[src/rtl/tcp_vlg_ack_proc.sv]
// rtl/tcp_vlg_ack_proc.sv - TX-side ack tracking, fast/timeout retransmit requests, retry abort
//
// Ports:
//   clk, rst_n                 clock, asynchronous active-low reset
//   init, init_seq             load rem_ack/loc_seq and clear all state
//   connected                  enables ack processing, timer and FSM
//   rx_val, rx_ack_flag,
//   rx_ack_num, rx_pld_len     parsed metadata of a received segment
//   tx_sent, tx_seq_end        new data segment sent, local sequence after it
//   rtx_req, rtx_fast, rtx_seq retransmission request (fast/timeout) and start sequence
//   rtx_done                   TX logic has re-sent from rtx_seq
//   rem_ack, in_flight,
//   all_acked                  ack window status
//   abort                      retry budget exhausted (sticky until init/reset)
module tcp_vlg_ack_proc #(
  parameter int RTO_INIT    = 1250,
  parameter int MAX_BACKOFF = 4,
  parameter int RETRIES     = 6,
  parameter int DUP_ACKS    = 3
) (
  input  logic        clk,
  input  logic        rst_n,
  input  logic        init,
  input  logic [31:0] init_seq,
  input  logic        connected,
  input  logic        rx_val,
  input  logic        rx_ack_flag,
  input  logic [31:0] rx_ack_num,
  input  logic [15:0] rx_pld_len,
  input  logic        tx_sent,
  input  logic [31:0] tx_seq_end,
  output logic        rtx_req,
  output logic        rtx_fast,
  output logic [31:0] rtx_seq,
  input  logic        rtx_done,
  output logic [31:0] rem_ack,
  output logic [31:0] in_flight,
  output logic        all_acked,
  output logic        abort
);

  localparam int BW = ($clog2(MAX_BACKOFF + 1) < 1) ? 1 : $clog2(MAX_BACKOFF + 1);
  localparam int RW = ($clog2(RETRIES + 1) < 1) ? 1 : $clog2(RETRIES + 1);
  localparam int DW = ($clog2(DUP_ACKS + 1) < 1) ? 1 : $clog2(DUP_ACKS + 1);

  localparam logic [31:0]   RTO_BASE = 32'(RTO_INIT);
  localparam logic [BW-1:0] BO_MAX   = BW'(MAX_BACKOFF);
  localparam logic [RW-1:0] RET_LAST = RW'(RETRIES - 1);
  localparam logic [DW-1:0] DUP_MAX  = DW'(DUP_ACKS);

  typedef enum logic [1:0] {S_IDLE, S_WAIT, S_RTX, S_ABORT} state_t;

  state_t        state;
  logic [31:0]   loc_seq;
  logic [31:0]   timer;
  logic [BW-1:0] backoff;
  logic [RW-1:0] retries;
  logic [DW-1:0] dup_cnt;

  logic [31:0]   d, f, rto_lim;
  logic          ack_ok, ack_new, ack_dup, fast_trig;
  logic [DW-1:0] dup_next;

  always_comb begin
    d        = rx_ack_num - rem_ack;
    f        = loc_seq - rem_ack;
    ack_ok   = rx_val && rx_ack_flag && connected;
    // Window check in modular space: a valid ack lies in (rem_ack, loc_seq].
    ack_new  = ack_ok && (d != 32'd0) && (d <= f);
    ack_dup  = ack_ok && (d == 32'd0) && (rx_pld_len == 16'd0) && (f != 32'd0);
    dup_next = (ack_dup && (dup_cnt != DUP_MAX)) ? dup_cnt + DW'(1) : dup_cnt;
    // Fires only on the dup that takes the counter up to the threshold.
    fast_trig = ack_dup && (dup_cnt != DUP_MAX) && (dup_next == DUP_MAX);
    rto_lim  = (RTO_BASE << backoff) - 32'd1;
  end

  assign in_flight = f;
  assign all_acked = (f == 32'd0);

  always_ff @(posedge clk or negedge rst_n) begin
    if (!rst_n) begin
      state    <= S_IDLE;
      rem_ack  <= 32'd0;
      loc_seq  <= 32'd0;
      timer    <= 32'd0;
      backoff  <= '0;
      retries  <= '0;
      dup_cnt  <= '0;
      rtx_req  <= 1'b0;
      rtx_fast <= 1'b0;
      rtx_seq  <= 32'd0;
      abort    <= 1'b0;
    end else if (init) begin
      state    <= S_IDLE;
      rem_ack  <= init_seq;
      loc_seq  <= init_seq;
      timer    <= 32'd0;
      backoff  <= '0;
      retries  <= '0;
      dup_cnt  <= '0;
      rtx_req  <= 1'b0;
      rtx_fast <= 1'b0;
      rtx_seq  <= 32'd0;
      abort    <= 1'b0;
    end else begin
      if (tx_sent) loc_seq <= tx_seq_end;

      if (connected) begin
        if (ack_new) begin
          rem_ack <= rx_ack_num;
          dup_cnt <= '0;
          timer   <= 32'd0;
          backoff <= '0;
          retries <= '0;
        end else begin
          dup_cnt <= dup_next;
        end

        case (state)
          S_IDLE: begin
            if (!all_acked) begin
              state <= S_WAIT;
              timer <= 32'd0;
            end
          end

          S_WAIT: begin
            if (all_acked) begin
              state <= S_IDLE;
            end else if (ack_new) begin
              // New ack outranks a coincident timeout; timer already cleared.
            end else if (fast_trig) begin
              state    <= S_RTX;
              rtx_req  <= 1'b1;
              rtx_fast <= 1'b1;
              rtx_seq  <= rem_ack;
            end else if (timer == rto_lim) begin
              if (retries == RET_LAST) begin
                state   <= S_ABORT;
                abort   <= 1'b1;
                rtx_req <= 1'b0;
              end else begin
                state    <= S_RTX;
                rtx_req  <= 1'b1;
                rtx_fast <= 1'b0;
                rtx_seq  <= rem_ack;
                retries  <= retries + RW'(1);
                backoff  <= (backoff == BO_MAX) ? BO_MAX : backoff + BW'(1);
              end
            end else begin
              timer <= timer + 32'd1;
            end
          end

          S_RTX: begin
            if (all_acked) begin
              state   <= S_IDLE;
              rtx_req <= 1'b0;
            end else if (rtx_done) begin
              state   <= S_WAIT;
              rtx_req <= 1'b0;
              timer   <= 32'd0;
              dup_cnt <= '0;
            end
          end

          S_ABORT: begin
            abort   <= 1'b1;
            rtx_req <= 1'b0;
          end

          default: state <= S_IDLE;
        endcase
      end
    end
  end

endmodule

[config.mk]
export PLATFORM = sky130hd
export DESIGN_NAME = tcp_vlg_ack_proc
export DESIGN_NICKNAME = d
export VERILOG_FILES = /design/src/rtl/tcp_vlg_ack_proc.sv
export SDC_FILE = /design/constraint.sdc
export NUM_CORES = 1
export LEC_CHECK = 0
export BUFFER_PORTS_ARGS = -buffer_cell sky130_fd_sc_hd__clkbuf_2
export CAP_MARGIN = 20
export CORE_MARGIN = 4
export CORE_UTILIZATION = 40
export CTS_BUF_LIST = sky130_fd_sc_hd__clkbuf_4 sky130_fd_sc_hd__clkbuf_8
export CTS_CLUSTER_SIZE = 12
export DETAILED_ROUTE_END_ITERATION = 10
export SYNTH_ARGS = -nofsm -noshare
export SYNTH_HDL_FRONTEND = slang
export SYNTH_SLANG_ARGS = --single-unit
[constraint.sdc]
create_clock -name clk -period 6.05 [get_ports clk]
set_input_delay 0.9075 -clock clk [delete_from_list [all_inputs] [get_ports clk]]
set_output_delay 0.9075 -clock clk [all_outputs]
set_load 0.01 [all_outputs]
==> flow_summary.ini, run 1 <==
[finish]
diodes = 0
final_core_util_pct = 47.5
nets = 2126
syn_to_final_growth_pct = 15.8
final_layout_size_suffix_gt1_share_pct = 19.0
fin_cells = 2350
fill_cells = 3400

[worst_setup_path]
crit_arrival_ps = 6060
start_kind = flip-flop
critPathKind = flip-flop to flip-flop
cp.required_ps = 6410
worstPathMaxFanout = 18
endpoint_kind = flip-flop

[sta]
period_share_pct = 94.2
finalHoldViolCount = 0
finClkSkew_ps = 25.0
slew_headroom_pct = 23.1
drv_slew = 0
finalSetupViolCount = 0
rsz0062_at_grt = no
worst_slew_pin_slew_ps = 1150
period_needed_ps = 5700
setup_tns_ps = 0
fmax_ghz = 0.175

[yosys]
netlist.area_leader.share_pct = 26.2
syn_avg_cell_area_um2 = 7.96
ys_top_cells_by_count = nor2_1 (173), a21oi_1 (153), nand2_1 (148)
syn-num-nets = 1923
synth_area_um2 = 13500
ys_seq_elements = 141
synth-edff-count = 0
netlist_instances = 1693
synth_area_leaders = dfrtp_1 (26%), ha_1 (10%), a21oi_1 (5.7%)
synth_most_common_cell = nor2_1
synth_largest_area_cell = dfrtp_1
synth_ff_type = dfrtp_1
async_reset_ff_share_pct = 100
yosys_warnings = 0
yosysSeqAreaShare_pct = 26.2
synth_cell_types = 95

[detailed_routing]
drcViolationCount = 0
drt.antenna.violating_nets = 0
firstDrtPassIters = 5
drt_wl_total_um = 46500
routed-via-count = 13500
vias_per_cell = 5.73
routedWlPerCell_um = 19.8
drt_iter0_markers = 901

[clock_network]
clock_latency_ps = 510
cts.clk_slew.worst_paths_ps = 100
numCtsBuffers = 17
clock-sinks = 141
htreeDepth = 4
hold_buffers = 0
clockRootBuffer = clkbuf_8
cts_tree = built
post_cts_buffers = 0
cts_resized = 0
cts_buffer_depth = 2

[placement]
gp_congestion = 0.933
portBuffers = 219
placed_cells = 2319
dp_hpwl_um = 37400

[min_path]
min_path_type = input pin to async pin

[floorplan]
dieArea_um2 = 36700
chipHeight_um = 192
start_util_pct = 41.0
fp.dieW_um = 192
rows = 66
core_area_um2 = 32900
ios = 220

[power_and_ir_drop]
intPower_uw = 2380
power.switching_uw = 2070
p_leak_uw = 0.00767
p_seq_share_pct = 23.8
power_frac_comb_pct = 59.0
sw_frac_of_total_pct = 46.6
power.density_nw_per_um2 = 285
clkPwrFrac_pct = 17.2
vdd_ir_drop_max_mv = 0.160

[global_routing]
grt_max_degree = 86
overflow = 0
grt_usage_pct = 25.5
grt_antenna_before_repair = 0
grt_pass1_vias = 13200
grt_pass1_wl_um = 73600

[run_status]
outcome = finished, final reports clean

[run]
maxCapViolCount = 0
-- registers in the layout, summed over array words and instances, names as in the netlist, 2 cells and up --
signal / flops
retries: 3
timer: 32
rem_ack: 32
backoff: 3
loc_seq: 32
dup_cnt: 2
state: 2
rtx_seq: 32
-- kinds of logic after synthesis --
| kind of cell | count (synthesis) | share of synthesized area, % |
|---|---|---|
| fa+ha+maj | 110 | 10.3 |
| flops | 141 | 26.2 |
| simple gates | 594 | 22.1 |
| mux | 81 | 6.07 |
| compound gates | 496 | 24.6 |
| xor+xnor | 69 | 4.48 |
| buf+inv | 202 | 6.25 |
-- metal layers --
metal	GRT usage, %	vias up	part of all wire, %
met4	6.77	0	2.0
li1	-	6594	-
met2	39.9	439	44
met3	5.49	47	6.9
met5	0	-	0
met1	35.7	6380	47
-- power by group through the flow --
stage               sequential (uW)  combinational (uW)  clock (uW)
floorplan                      1080                1640           0
global placement               1080                2550           0
detailed placement             1080                2570           0
CTS                            1060                2580         787
global route                   1070                2890         829
finish                         1060                2620         766
-- cell usage in the layout (no fill, tap or decap), drive strengths merged, types with 14 or more instances in the layout --
master and count:
o21ai 113, mux2i 75, or3 18, nor4 24, nand4 38, ha 108
xnor2 46, nor2 174, buf 59, a211oi 22, dfrtp 141, a22o 24
a21o 37, clkbuf 240, and3 28, nand3 52, nand2b 14, nor3 30
xor2 23, inv 109, a21oi 158, o211ai 19, nand2 150
-- critical path: stages (launching register included) --
cell	delay (ps)
dfrtp_1	430
inv_1	70
ha_1	180
inv_1	70
fa_1	400
a21o_1	230
a221oi_4	310
o211ai_2	180
a2111oi_4	390
buf_4	180
or3_1	130
nand2b_1	80
xnor2_1	130
buf_4	160
ha_1	320
a21o_1	170
a21o_1	170
a21o_1	170
a21oi_1	150
o21ai_0	120
a2111oi_2	340
a21oi_1	140
nor2_2	180
buf_4	190
a2111o_2	160
buf_12	190
mux2i_1	220
nor2_1	50
-- per-stage QoR --
stage          hold WS (ps)  cell area [um2]  power, uW  worst slack, ps
4_1_cts                 476            15600       4430             75.2
5_1_grt                 510            15600       4790             5.59
2_1_floorplan           490            13500       2720              677
3_5_place_dp            502            15200       3650             62.9
3_3_place_gp            504            15200       3630              176
6_report                457            15600       4450              349
-- path summary, 6_finish.rpt --
kind                            start  slack [ps]  cells past startpoint          to
max in group asynchronous       rst_n        4330                      2   timer[27]
hold reg to reg              rtx_fast         510                      2    rtx_fast
hold / removal                  rst_n         460                      1  loc_seq[1]
setup / recovery           loc_seq[0]         350                     27  rtx_seq[9]
setup reg to reg           loc_seq[0]         350                     27  rtx_seq[9]
min in group clk             rtx_fast         510                      2    rtx_fast
-- layout make-up --
class / count / area, um2 / share of cell area [%]
Clock buffer: 22 / 297 / 1.90
Tap cell: 442 / 553 / 3.54
Inverter: 109 / 410 / 2.63
Sequential cell: 141 / 3530 / 22.6
Clock inverter: 9 / 86.3 / 0.553
Timing Repair Buffer: 277 / 1600 / 10.2
Multi-Input combinational cell: 1350 / 9140 / 58.5
Note: power is estimated with default switching activity, not from simulation.
==> run 2: changes to the inputs <==
--- a/config.mk
+++ b/config.mk
@@ -12,6 +12,7 @@
 export CTS_BUF_LIST = sky130_fd_sc_hd__clkbuf_4 sky130_fd_sc_hd__clkbuf_8
 export CTS_CLUSTER_SIZE = 12
 export DETAILED_ROUTE_END_ITERATION = 10
+export MAX_ROUTING_LAYER = met4
 export SYNTH_ARGS = -nofsm -noshare
 export SYNTH_HDL_FRONTEND = slang
 export SYNTH_SLANG_ARGS = --single-unit
==> run 2 against run 1 <==
  * Design area rose by 0.85%
  * Flip-flop and latch count stayed put
  * Highest routed layer unchanged
  * Sequential share of layout area down 0.19 points
  * Register-to-register slack better by 60 ps
  * Power increased by 2.3%
  * Largest cell class unchanged
==> flow_summary.ini, run 2 (same netlist as run 1, synthesis figures left out) <==
[global_routing]
grt_pass1_vias = 13300
grt_usage_pct = 26.6
grt_pass1_wl_um = 74800
grt_max_degree = 61
grt_antenna_before_repair = 0
overflow = 0

[clock_network]
numCtsBuffers = 17
htreeDepth = 4
cts_tree = built
cts.clk_slew.worst_paths_ps = 90
hold_buffers = 0
clock_latency_ps = 500
cts_buffer_depth = 2
clock-sinks = 141
clockRootBuffer = clkbuf_8

[sta]
period_needed_ps = 5640
finClkSkew_ps = 23.7
finalSetupViolCount = 0
period_share_pct = 93.3
setup_ws_ps = 407
drv_slew = 0
finalHoldViolCount = 0
slew_headroom_pct = 34.4
worst_slew_pin_slew_ps = 981
fmax_ghz = 0.177
rsz0062_at_grt = no
whs_ps = 339

[floorplan]
dieArea_um2 = 36700
chipHeight_um = 192
fp.dieW_um = 192
start_util_pct = 41.0
rows = 66
ios = 220
core_area_um2 = 32900

[min_path]
min_path_type = input pin to async pin

[power_and_ir_drop]
p_leak_uw = 0.00775
power.density_nw_per_um2 = 289
vdd_ir_drop_max_mv = 0.149

[placement]
place_area_um2 = 15300
placed_cells = 2330
dp_hpwl_um = 38400
portBuffers = 219
gp_congestion = 0.963
dp_slack_ps = -19.7

[detailed_routing]
routed-via-count = 13600
drcViolationCount = 0
firstDrtPassIters = 7
routedWlPerCell_um = 20.2
drt_iter0_markers = 1120
vias_per_cell = 5.76
drt_wl_total_um = 47700
drt.antenna.violating_nets = 0

[finish]
diodes = 0
nets = 2138
syn_to_final_growth_pct = 16.8
final_layout_size_suffix_gt1_share_pct = 19.5
layout_commonest_cell = clkbuf_2
fin_area_um2 = 15700
final_core_util_pct = 47.9
layout_common_cells = clkbuf_2 (218), nor2_1 (173), a21oi_1 (153)
fin_cells = 2363

[worst_setup_path]
critPathKind = flip-flop to flip-flop
cp.required_ps = 6420
start_kind = flip-flop
crit_arrival_ps = 6020
endpoint_kind = flip-flop
worstPathMaxFanout = 16

[run]
maxCapViolCount = 0

[run_status]
outcome = finished, final reports clean
## run 2: worst max-delay path: stages, from the launching register on
cell and delay, ps:
dfrtp_1 390, inv_1 60, ha_1 160, inv_1 60
fa_1 400, a21o_1 240, a221oi_4 350, o211ai_4 180
a2111oi_4 380, buf_4 180, or3_1 130, nand2b_1 80
xnor2_1 130, buf_4 160, ha_1 310, a21o_1 170
a21o_1 180, a21o_1 170, a21oi_1 130, o21ai_0 110
a2111oi_1 340, a21oi_1 160, nor2_2 190, o32a_1 240
o31ai_4 100, buf_12 180, a221o_1 350
## run 2: worst paths after layout
check | endpoint | from | depth (start not counted) | slack [ps]
worst max-delay path | timer[13] | loc_seq[0] | 26 | 410
worst min-delay path | rtx_seq[14] | rst_n | 1 | 340
worst max register to register | timer[13] | loc_seq[0] | 26 | 410
worst min register to register | rtx_seq[5] | rtx_seq[5] | 2 | 530
max in group asynchronous | timer[18] | rst_n | 2 | 4630
min in group clk | rtx_seq[5] | rtx_seq[5] | 2 | 530
## run 2: area by class of cell
type                    count  area [um2]
fillers                  3405       17100
multi-input cells        1350        9150
flip-flops and latches    141        3530
repair buffers            289        1700
well taps                 442         553
inverters                 109         410
clock buffers              19         255
clock inverters            13         150
## run 2: metal layers
metal / vias up / routed length, um / part of all wire [%] / track usage (%)
met5: - / 0 / 0 / -
met4: 0 / 847 / 1.8 / 6.24
met3: 47 / 2770 / 5.8 / 3.33
met2: 446 / 21300 / 45 / 41.2
met1: 6511 / 22900 / 48 / 37.3
li1: 6617 / - / - / -
## run 2: where the power goes
| part | internal (uW) | leakage (uW) | total, uW | switching, uW |
|---|---|---|---|---|
| logic | 1030 | 0.00576 | 2680 | 1650 |
| clock network | 390 | 0.000202 | 810 | 419 |
| registers | 1000 | 0.00179 | 1060 | 55.4 |
| total | 2420 | 0.00775 | 4550 | 2130 |
## run 2: repair_timing
| action | 4_1_cts | 5_1_grt |
|---|---|---|
| endpoints found under the setup margin | 0 | 91 |
| hold endpoints to repair | 0 | 0 |
| gates resized for setup | 0 | 7 |
| buffers inserted | 0 | 1 |
## run 2: metrics by stage
step                power (uW)  setup TNS [ps]
floorplan                 2720               0
global placement          3680               0
detailed placement        3700            -109
CTS                       4540               0
global route              4890               0
finish                    4550               0
==> run 3: changes to the inputs <==
--- a/config.mk
+++ b/config.mk
@@ -13,6 +13,7 @@
 export CTS_CLUSTER_SIZE = 12
 export DETAILED_ROUTE_END_ITERATION = 10
 export MAX_ROUTING_LAYER = met4
+export RECOVER_POWER = 25
 export SYNTH_ARGS = -nofsm -noshare
 export SYNTH_HDL_FRONTEND = slang
 export SYNTH_SLANG_ARGS = --single-unit
==> run 3 against run 2 <==
  * The run now ends with max-capacitance violations, max-slew violations left
  * Core utilization hardly changed
  * Non-clock buffer count unchanged
  * Highest routed layer unchanged
  * First-iteration DRC count shrank 0.18%
==> flow_summary.ini, run 3 (same netlist as run 1, synthesis figures left out) <==
[run_status]
outcome = complete, but fails checks
violations = max-capacitance violations, max-slew violations

[placement]
gp_congestion = 0.963
portBuffers = 219
dp_hpwl_um = 38400

[min_path]
min_path_type = flip-flop to flip-flop
hp-start = rtx_seq[5]

[detailed_routing]
drt_iter0_markers = 1118
drcViolationCount = 0
drt.antenna.violating_nets = 0
drt_wl_total_um = 47800
vias_per_cell = 5.76
firstDrtPassIters = 5
routed-via-count = 13600
routedWlPerCell_um = 20.2

[clock_network]
cts.clk_slew.worst_paths_ps = 90
htreeDepth = 4
cts_buffer_depth = 2
clock-sinks = 141
cts_tree = built
numCtsBuffers = 17
hold_buffers = 0
clock_latency_ps = 500
clockRootBuffer = clkbuf_8

[floorplan]
dieArea_um2 = 36700
start_util_pct = 41.0
core_area_um2 = 32900
fp.dieW_um = 192
rows = 66
ios = 220
chipHeight_um = 192

[global_routing]
grt_pass1_vias = 13300
overflow = 0
grt_antenna_before_repair = 0
grt_pass1_wl_um = 74800
grt_usage_pct = 26.6
grt_max_degree = 61

[worst_setup_path]
worstPathMaxFanout = 16
r2r-start = loc_seq[0]
cp.required_ps = 6430
critPathKind = flip-flop to flip-flop
crit_arrival_ps = 6020
endpoint_kind = flip-flop
cp-startpoint = loc_seq[0]
start_kind = flip-flop

[power_and_ir_drop]
p_leak_uw = 0.00774
design_power_total_uw = 4550
power.density_nw_per_um2 = 289
vdd_ir_drop_max_mv = 0.148

[finish]
final_layout_size_suffix_gt1_share_pct = 19.4
layout_commonest_cell = clkbuf_2
final_core_util_pct = 47.9
nets = 2138
diodes = 0
layout_common_cells = clkbuf_2 (219), nor2_1 (173), a21oi_1 (153)
syn_to_final_growth_pct = 16.7

[sta]
whs_ps = 526
period_needed_ps = 5640
finClkSkew_ps = 24.6
finalHoldViolCount = 0
period_share_pct = 93.2
finalSetupViolCount = 0
setup_tns_ps = 0
fmax_ghz = 0.177
rsz0062_at_grt = no
worst_slew_pin_slew_ps = 2660
slew_headroom_pct = -77.1
drv_slew = 94

[run]
maxCapViolCount = 2
==> run 3: cell types whose count changed in the layout (fill, tap and decap cells not counted), sizes merged <==
| cell | change |
|---|---|
| buf | -3 |
| clkbuf | +3 |
==> run 3: final cells by class <==
type | instances | area (um2)
clock inverter | 13 | 150
clock buffer | 19 | 255
inverter | 109 | 410
tap | 442 | 553
sequential | 141 | 3530
fill | 3407 | 17100
timing repair buffer | 289 | 1690
multi-input combinational | 1350 | 9150
==> run 3: stage by stage <==
| stage | setup slack [ps] | std cells | area, um2 |
|---|---|---|---|
| 2_1_floorplan | 677 | 1693 | 13500 |
| 5_1_grt | 38.3 | 2363 | 15700 |
| 6_report | 409 | 2363 | 15700 |
| 3_5_place_dp | -19.7 | 2330 | 15300 |
| 3_3_place_gp | 41.1 | 2330 | 15300 |
| 4_1_cts | 182 | 2362 | 15700 |
==> run 3: per-layer routing <==
layer	up-vias	share of wire (%)	global-route usage (%)
met2	450	45	41.2
li1	6617	-	-
met5	-	0	-
met3	48	5.8	3.33
met4	0	1.7	6.24
met1	6507	48	37.3
==> run 3: power by group <==
group	switching (uW)	leakage [uW]	internal, uW
Combinational	1660	0.00575	1030
Clock	420	0.000202	390
Sequential	55.4	0.00179	1000
Total	2130	0.00774	2420
==> run 3: worst paths after layout <==
check / to / slack [ps] / cells after the start
worst max-delay path: timer[13] / 410 / 26
min in group asynchronous: rtx_seq[14] / 1240 / 1
max in group asynchronous: loc_seq[4] / 1370 / 2
worst max register to register: timer[13] / 410 / 26
worst min-delay path: rtx_seq[5] / 530 / 2
worst min register to register: rtx_seq[5] / 530 / 2
==> run 3: what timing repair did <==
item                       CTS  global route
buffers inserted             0             1
gates resized for setup      0             7
hold endpoints to repair     0             0
setup endpoints to repair    0            91
==> run 3: worst max-delay path, cell delays in order, from the launching register on <==
cell and delay, ps:
dfrtp_1 390, inv_1 60, ha_1 160, inv_1 60, fa_1 400, a21o_1 240
a221oi_4 350, o211ai_4 180, a2111oi_4 380, buf_4 180, or3_1 130, nand2b_1 80
xnor2_1 130, buf_4 160, ha_1 310, a21o_1 170, a21o_1 180, a21o_1 170
a21oi_1 130, o21ai_0 110, a2111oi_1 350, a21oi_1 160, nor2_2 190, o32a_1 240
o31ai_4 100, buf_12 180, a221o_1 350
